`config.mk`:
```
export PLATFORM = sky130hd
export DESIGN_NAME = dmem_arbiter
export DESIGN_NICKNAME = d
export VERILOG_FILES = /design/src/rtl/dmem_arbiter.sv
export SDC_FILE = /design/constraint.sdc
export NUM_CORES = 1
export LEC_CHECK = 0
export ABC_AREA = 0
export BUFFER_PORTS_ARGS = -buffer_cell sky130_fd_sc_hd__buf_4
export CORE_MARGIN = 2
export CORE_UTILIZATION = 45
export DETAILED_ROUTE_END_ITERATION = 8
export GPL_ROUTABILITY_DRIVEN = 0
export PLACE_DENSITY = 0.81
export SYNTH_ARGS = -nofsm -noshare
export SYNTH_HDL_FRONTEND = slang
export SYNTH_SLANG_ARGS = --single-unit
```
`constraint.sdc`:
```
create_clock -name clk -period 3.3 [get_ports clk]
set_input_delay 0.495 -clock clk [delete_from_list [all_inputs] [get_ports clk]]
set_output_delay 0.495 -clock clk [all_outputs]
set_load 0.1 [all_outputs]
```
`src/rtl/dmem_arbiter.sv`:
```
// dmem_arbiter: two requesters share one single-cycle dmem through a 3-cycle IDLE/ACCESS/RESP transaction.
// Tie-break is fixed port-0 priority, or round robin when DMEM_ARB_ROUND_ROBIN_EN is defined.
module dmem_arbiter #(
    parameter int MEM_WORDS = 64
) (
    input  logic        clk,
    input  logic        reset,
    input  logic        req0,
    input  logic        req1,
    input  logic        we0,
    input  logic        we1,
    input  logic [31:0] addr0,
    input  logic [31:0] addr1,
    input  logic [31:0] wd0,
    input  logic [31:0] wd1,
    output logic        ack0,
    output logic        ack1,
    output logic        err0,
    output logic        err1,
    output logic [31:0] rd0,
    output logic [31:0] rd1,
    output logic        mem_we,
    output logic [31:0] mem_addr,
    output logic [31:0] mem_wd,
    input  logic [31:0] mem_rd,
    output logic        busy,
    output logic [1:0]  dbgState
);
    // Handshake: a requester raises reqN with weN/addrN/wdN and keeps req high until
    // the single-cycle ackN pulse; errN is meaningful only while ackN is high.
    localparam logic [1:0] IDLE   = 2'd0;
    localparam logic [1:0] ACCESS = 2'd1;
    localparam logic [1:0] RESP   = 2'd2;
    localparam logic [31:0] ADDR_LIMIT = 32'(MEM_WORDS * 4);

    logic [1:0]  state;
    logic        winId;
    logic        latWe;
    logic        latFault;
    logic [31:0] latAddr;
    logic [31:0] latWd;

    logic        anyReq;
    logic        grant1;
    logic        pickWe;
    logic        pickFault;
    logic [31:0] pickAddr;
    logic [31:0] pickWd;
    logic        inAccess;
    logic        inResp;

`ifdef DMEM_ARB_ROUND_ROBIN_EN
    logic lastGrant;

    // On a tie the port that was not granted last wins.
    assign grant1 = req1 & (~req0 | ~lastGrant);

    always_ff @(posedge clk or negedge reset) begin
        if (!reset) begin
            lastGrant <= 1'b1;
        end else if (state == IDLE && anyReq) begin
            lastGrant <= grant1;
        end
    end
`else
    assign grant1 = req1 & ~req0;
`endif

    assign anyReq    = req0 | req1;
    assign pickWe    = grant1 ? we1   : we0;
    assign pickAddr  = grant1 ? addr1 : addr0;
    assign pickWd    = grant1 ? wd1   : wd0;
    assign pickFault = (pickAddr[1:0] != 2'b00) || (pickAddr >= ADDR_LIMIT);

    always_ff @(posedge clk or negedge reset) begin
        if (!reset) begin
            state    <= IDLE;
            winId    <= 1'b0;
            latWe    <= 1'b0;
            latFault <= 1'b0;
            latAddr  <= '0;
            latWd    <= '0;
            rd0      <= '0;
            rd1      <= '0;
        end else begin
            case (state)
                IDLE: begin
                    if (anyReq) begin
                        state    <= ACCESS;
                        winId    <= grant1;
                        latWe    <= pickWe;
                        latFault <= pickFault;
                        latAddr  <= pickAddr;
                        latWd    <= pickWd;
                    end
                end
                ACCESS: begin
                    state <= RESP;
                    // A faulted read returns zero rather than whatever dmem drives.
                    if (!latWe) begin
                        if (winId) begin
                            rd1 <= latFault ? '0 : mem_rd;
                        end else begin
                            rd0 <= latFault ? '0 : mem_rd;
                        end
                    end
                end
                RESP:    state <= IDLE;
                default: state <= IDLE;
            endcase
        end
    end

    assign inAccess = (state == ACCESS);
    assign inResp   = (state == RESP);

    assign mem_we   = inAccess & latWe & ~latFault;
    assign mem_addr = inAccess ? latAddr : '0;
    assign mem_wd   = inAccess ? latWd   : '0;

    assign ack0     = inResp & ~winId;
    assign ack1     = inResp &  winId;
    assign err0     = ack0 & latFault;
    assign err1     = ack1 & latFault;
    assign busy     = inAccess | inResp;
    assign dbgState = state;
endmodule

```
Word level (Yosys, flattened, before mapping)
Cells that the tools add are included.
W data, S select, Z words.
{"block": "word_totals", "ff_bits": 133, "inputBits": 166, "output_inout_bits": 136, "wordCells": 39}
{"block": "classes", "n_lt_le_gt_ge": 1, "n_eq_ne": 3, "muxes": 8, "bitwise": 13, "n_reduce_logical": 6}
{"cell": "$mux W32", "n": 5}
{"cell": "$ge A32 B9 Y1 const B", "n": 1}
{"cell": "$and A1 B1 Y1", "n": 7}
{"cell": "$reduce_and A3 Y1", "n": 2}
{"cell": "$not A1 Y1", "n": 4}
{"cell": "$pmux W2 S2", "n": 1}
{"cell": "$eq A2 B1 Y1 const B", "n": 1}
{"cell": "$eq A2 B2 Y1 const B", "n": 1}
{"cell": "$logic_not A2 Y1", "n": 1}
{"cell": "$mux W2", "n": 1}
{"cell": "$ne A2 B2 Y1 const B", "n": 1}
{"cell": "$or A1 B1 Y1", "n": 2}
{"cell": "$reduce_and A2 Y1", "n": 1}
{"cell": "$reduce_bool A2 Y1", "n": 1}
{"cell": "$logic_or A1 B1 Y1", "n": 1}
{"cell": "$mux W1", "n": 1}

Logic depth before layout (Yosys ltp)
{"block": "logic_depth", "ltp_word": 5, "depth_mapped": 7, "mapped_depth_nobuf": 5}

Worst setup path before layout
No wires, ideal clock.
{"block": "synth_timing", "path_type": "register to output", "from": "reg state[1] (netlist: dbgState[1])", "to": "out err0", "t_arrival_ns": 3.521, "slack_ns": -0.716, "path_stages_with_launch": 4, "n_path_buf": 0, "path_cell_list": "dfrtp_1 -> ha_1 -> nor2b_1 -> and2_1"}
{"block": "synth_between", "elab_chain_len": 3}
{"item": "from (decl)", "line_no": "36", "text": "logic [1:0] state;"}
{"item": "from (signal assigned)", "line_no": "77", "text": "state <= IDLE;"}
{"item": "from (signal assigned)", "line_no": "89", "text": "state <= ACCESS;"}
{"item": "from (signal assigned)", "line_no": "98", "text": "state <= RESP;"}
{"item": "$eq A2 B2 Y1", "line_no": "115", "text": "assign inResp = (state == RESP);"}
{"item": "$and A1 B1 Y1", "line_no": "121", "text": "assign ack0 = inResp & ~winId;"}
{"item": "via ack0", "line_no": "16", "text": "output logic ack0,"}
{"item": "$and A1 B1 Y1", "line_no": "123", "text": "assign err0 = ack0 & latFault;"}
{"item": "to (decl)", "line_no": "18", "text": "output logic err0,"}
The timed path passes the listed nets, and every way through them passes these cells.

Worst setup path in the final report
{"block": "layout_timing", "from": "reg state[1] (netlist: dbgState[1])", "to": "out mem_wd[12]"}
{"block": "layout_between", "elab_chain_len": 2}
{"item": "$eq A2 B1 Y1", "line_no": "114", "text": "assign inAccess = (state == ACCESS);"}
{"item": "$mux W32", "line_no": "119", "text": "assign mem_wd = inAccess ? latWd : '0;"}
{"item": "to (decl)", "line_no": "24", "text": "output logic [31:0] mem_wd,"}
Every way passes these cells.

==> impl_metrics.toml <==
[outcome]
outcome = "complete, no violations"

[floorplanning]
core_um2 = 13300
fp.dieArea_um2 = 14600
ios = 302
die_h_um = 121
die_width_um = 121
initial_core_util = 0.461
std_cell_rows = 42

[cts]
post_cts_buffers = 0
cts_tree = "built"
cts_buffers = 17
cts_buffer_depth = 2
clock-root-buffer = "clkbuf_16"
clk_pin_slew_worst_paths_ns = 0.06
clock_latency_ns = 0.41
cts.sinks = 133
cts.repair.resized = 0
htree_levels = 4
ctsHoldBuffers = 0

[routing]
drt_iter0_drc = 350
wl_um = 18300
drc = 0
postRouteAntennaNets = 0
firstDrtPassIters = 4
viasPerCell = 5.00
vias = 5563
wl_per_cell_um = 16.5

[timing]
hold-worst-slack_ns = 0.0728
slew_headroom = 0.177
tightest_slew_ns = 1.23
timing.setup.tns_ns = 0
min_period_ns = 2.40
rsz0062_at_grt = "no"
timing.fmax_ghz = 0.416
finalHoldViolCount = 0
setup_viol = 0
clock_skew_ns = 0.00566
period_share = 0.728
maxSlewViolCount = 0
worst_slack_ns = 0.897

[critical_path]
worstPathRequired_ns = 2.80
crit_arrival_ns = 1.91
cp_cell_sequence = "inv_1 > ha_2 > buf_4 > and2_1 > buf_4"
crit_family = "buffers and inverters"
crit_slowest_cell = "dfrtp_1"
cpPeakStageDelay_ns = 0.40
critPathLaunchType = "flip-flop"
r2r_slack_ns = 0.93
path_class = "reg2out"
crit_path_max_fanout = 38
cp_common_cell = "buf_4"
crit_buf_inv = 3
cp-end-kind = "primary output"

[pwr]
ir_worst_vdd_mv = 0.791
power_density_nw_per_um2 = 1170
p_leak_nw = 4.74

[global_routing]
grt_pass1_wl_um = 28200
grt_usage = 0.254
antenna_found_initial = 0
grt_max_degree = 132
top_usage_layer = "met2"
grt_overflow = 0
grt_use_met3 = 0.0840
grt_pass1_vias = 5361
use_met1 = 0.306
use_met2 = 0.424

[finish]
layout-area-overhead-vs-synth_pct = 48.6
layout-drive-gt1-share = 0.371
final_nets = 1093
final_core_util = 0.685
n_antenna_cell = 0
fillCellCount = 1074

[place]
pre_cts_slack_ns = 0.922
dp_hpwl_um = 13800
io_buffer_count = 301

[logic_synthesis]
synthArstFlopShare = 1.00
postSynthAreaPerCell_um2 = 9.58
synthCells = 640
synth.yosys.seq_area_share = 0.543
synthFlopType = "dfrtp_1"
netlist_area_um2 = 6130
ys_ff_latch = 133
synth_warnings = 0
ys_types = 30
syn_nets = 809
synth-edff-count = 0

[worst_hold_path]
hold_class = "in2async"

[run]
max-cap-violations = 0
-- report_power, final --
group,leakage (nW),switching [W],internal [W]
clock,0.287,0.000701,0.00122
combinational,2.73,0.00487,0.00128
sequential,1.72,0.000334,0.00224
-- synthesized netlist by cell type (all sizes together) (3+ instances only) --
library cell | number | area, um2
nor4 | 12 | 75.1
buf | 16 | 116
clkbuf | 29 | 109
and2 | 66 | 413
ha | 3 | 37.5
nand2 | 164 | 616
mux2i | 65 | 651
o21ai | 131 | 659
dfrtp | 133 | 3330
-- layer usage --
layer | up-vias | routed length (um) | share of wire
li1 | 2725 | - | -
met1 | 2558 | 7120 | 0.39
met2 | 247 | 9120 | 0.50
met3 | 33 | 1710 | 0.093
met4 | 0 | 394 | 0.021
met5 | - | 0 | 0
-- cells by family after synthesis --
group                    count (synthesis)  share of synthesized area
buffers and inverters                   48                     0.0386
AND/OR/NAND/NOR                        254                      0.192
flip-flops                             133                      0.543
AO/OA/AOI/OAI                          137                      0.114
multiplexers                            65                      0.106
adder cells (fa/ha/maj)                  3                    0.00612
-- worst paths after layout --
path / from / endpoint / depth (start not counted)
hold reg to reg: latWd[30] / latWd[30] / 2
max in group asynchronous: reset / latWd[31] / 2
min in group clk: req0 / winId / 2
setup reg to reg: dbgState[1] / rd0[31] / 6
hold / removal: reset / rd1[30] / 1
setup / recovery: dbgState[1] / mem_wd[12] / 5
-- state kept, by name (all words and copies together), names as in the netlist --
name      cells
dbgState      2
latAddr      32
latFault      1
latWd        32
latWe         1
rd0          32
rd1          32
winId         1
-- through the flow --
| step | instances | cell area, um2 | total power, W |
|---|---|---|---|
| after floorplan | 640 | 6130 | 0.00737 |
| after global placement | 1081 | 8500 | 0.00867 |
| after detailed placement | 1081 | 8500 | 0.00876 |
| after CTS | 1113 | 9110 | 0.0107 |
| after global routing | 1113 | 9110 | 0.0111 |
| final | 1113 | 9110 | 0.0106 |
-- cell usage in the layout, fill, tap and decap left out, drive strengths merged, types with 2 or more instances in the layout --
master	netlist	layout
ha	3	3
mux2i	65	65
dfrtp	133	133
nand3	2	2
a21oi	2	2
inv	2	2
nor4	12	12
nand2	164	164
o21ai	131	131
buf	16	310
and2	66	66
clkinvlp	0	5
and3	2	2
clkbuf	29	19
nor2	2	2
clkinv	1	6
bufinv	0	3
-- cell type report --
class / instances / area [um2] / share of cell area
repair buffers: 310 / 2360 / 0.259
clock buffers: 19 / 453 / 0.0497
multi-input cells: 459 / 2590 / 0.284
well taps: 176 / 220 / 0.0242
inverters: 3 / 11.3 / 0.00124
flip-flops and latches: 133 / 3330 / 0.365
clock inverters: 13 / 156 / 0.0172
Note: power is estimated with default switching activity, not from simulation.
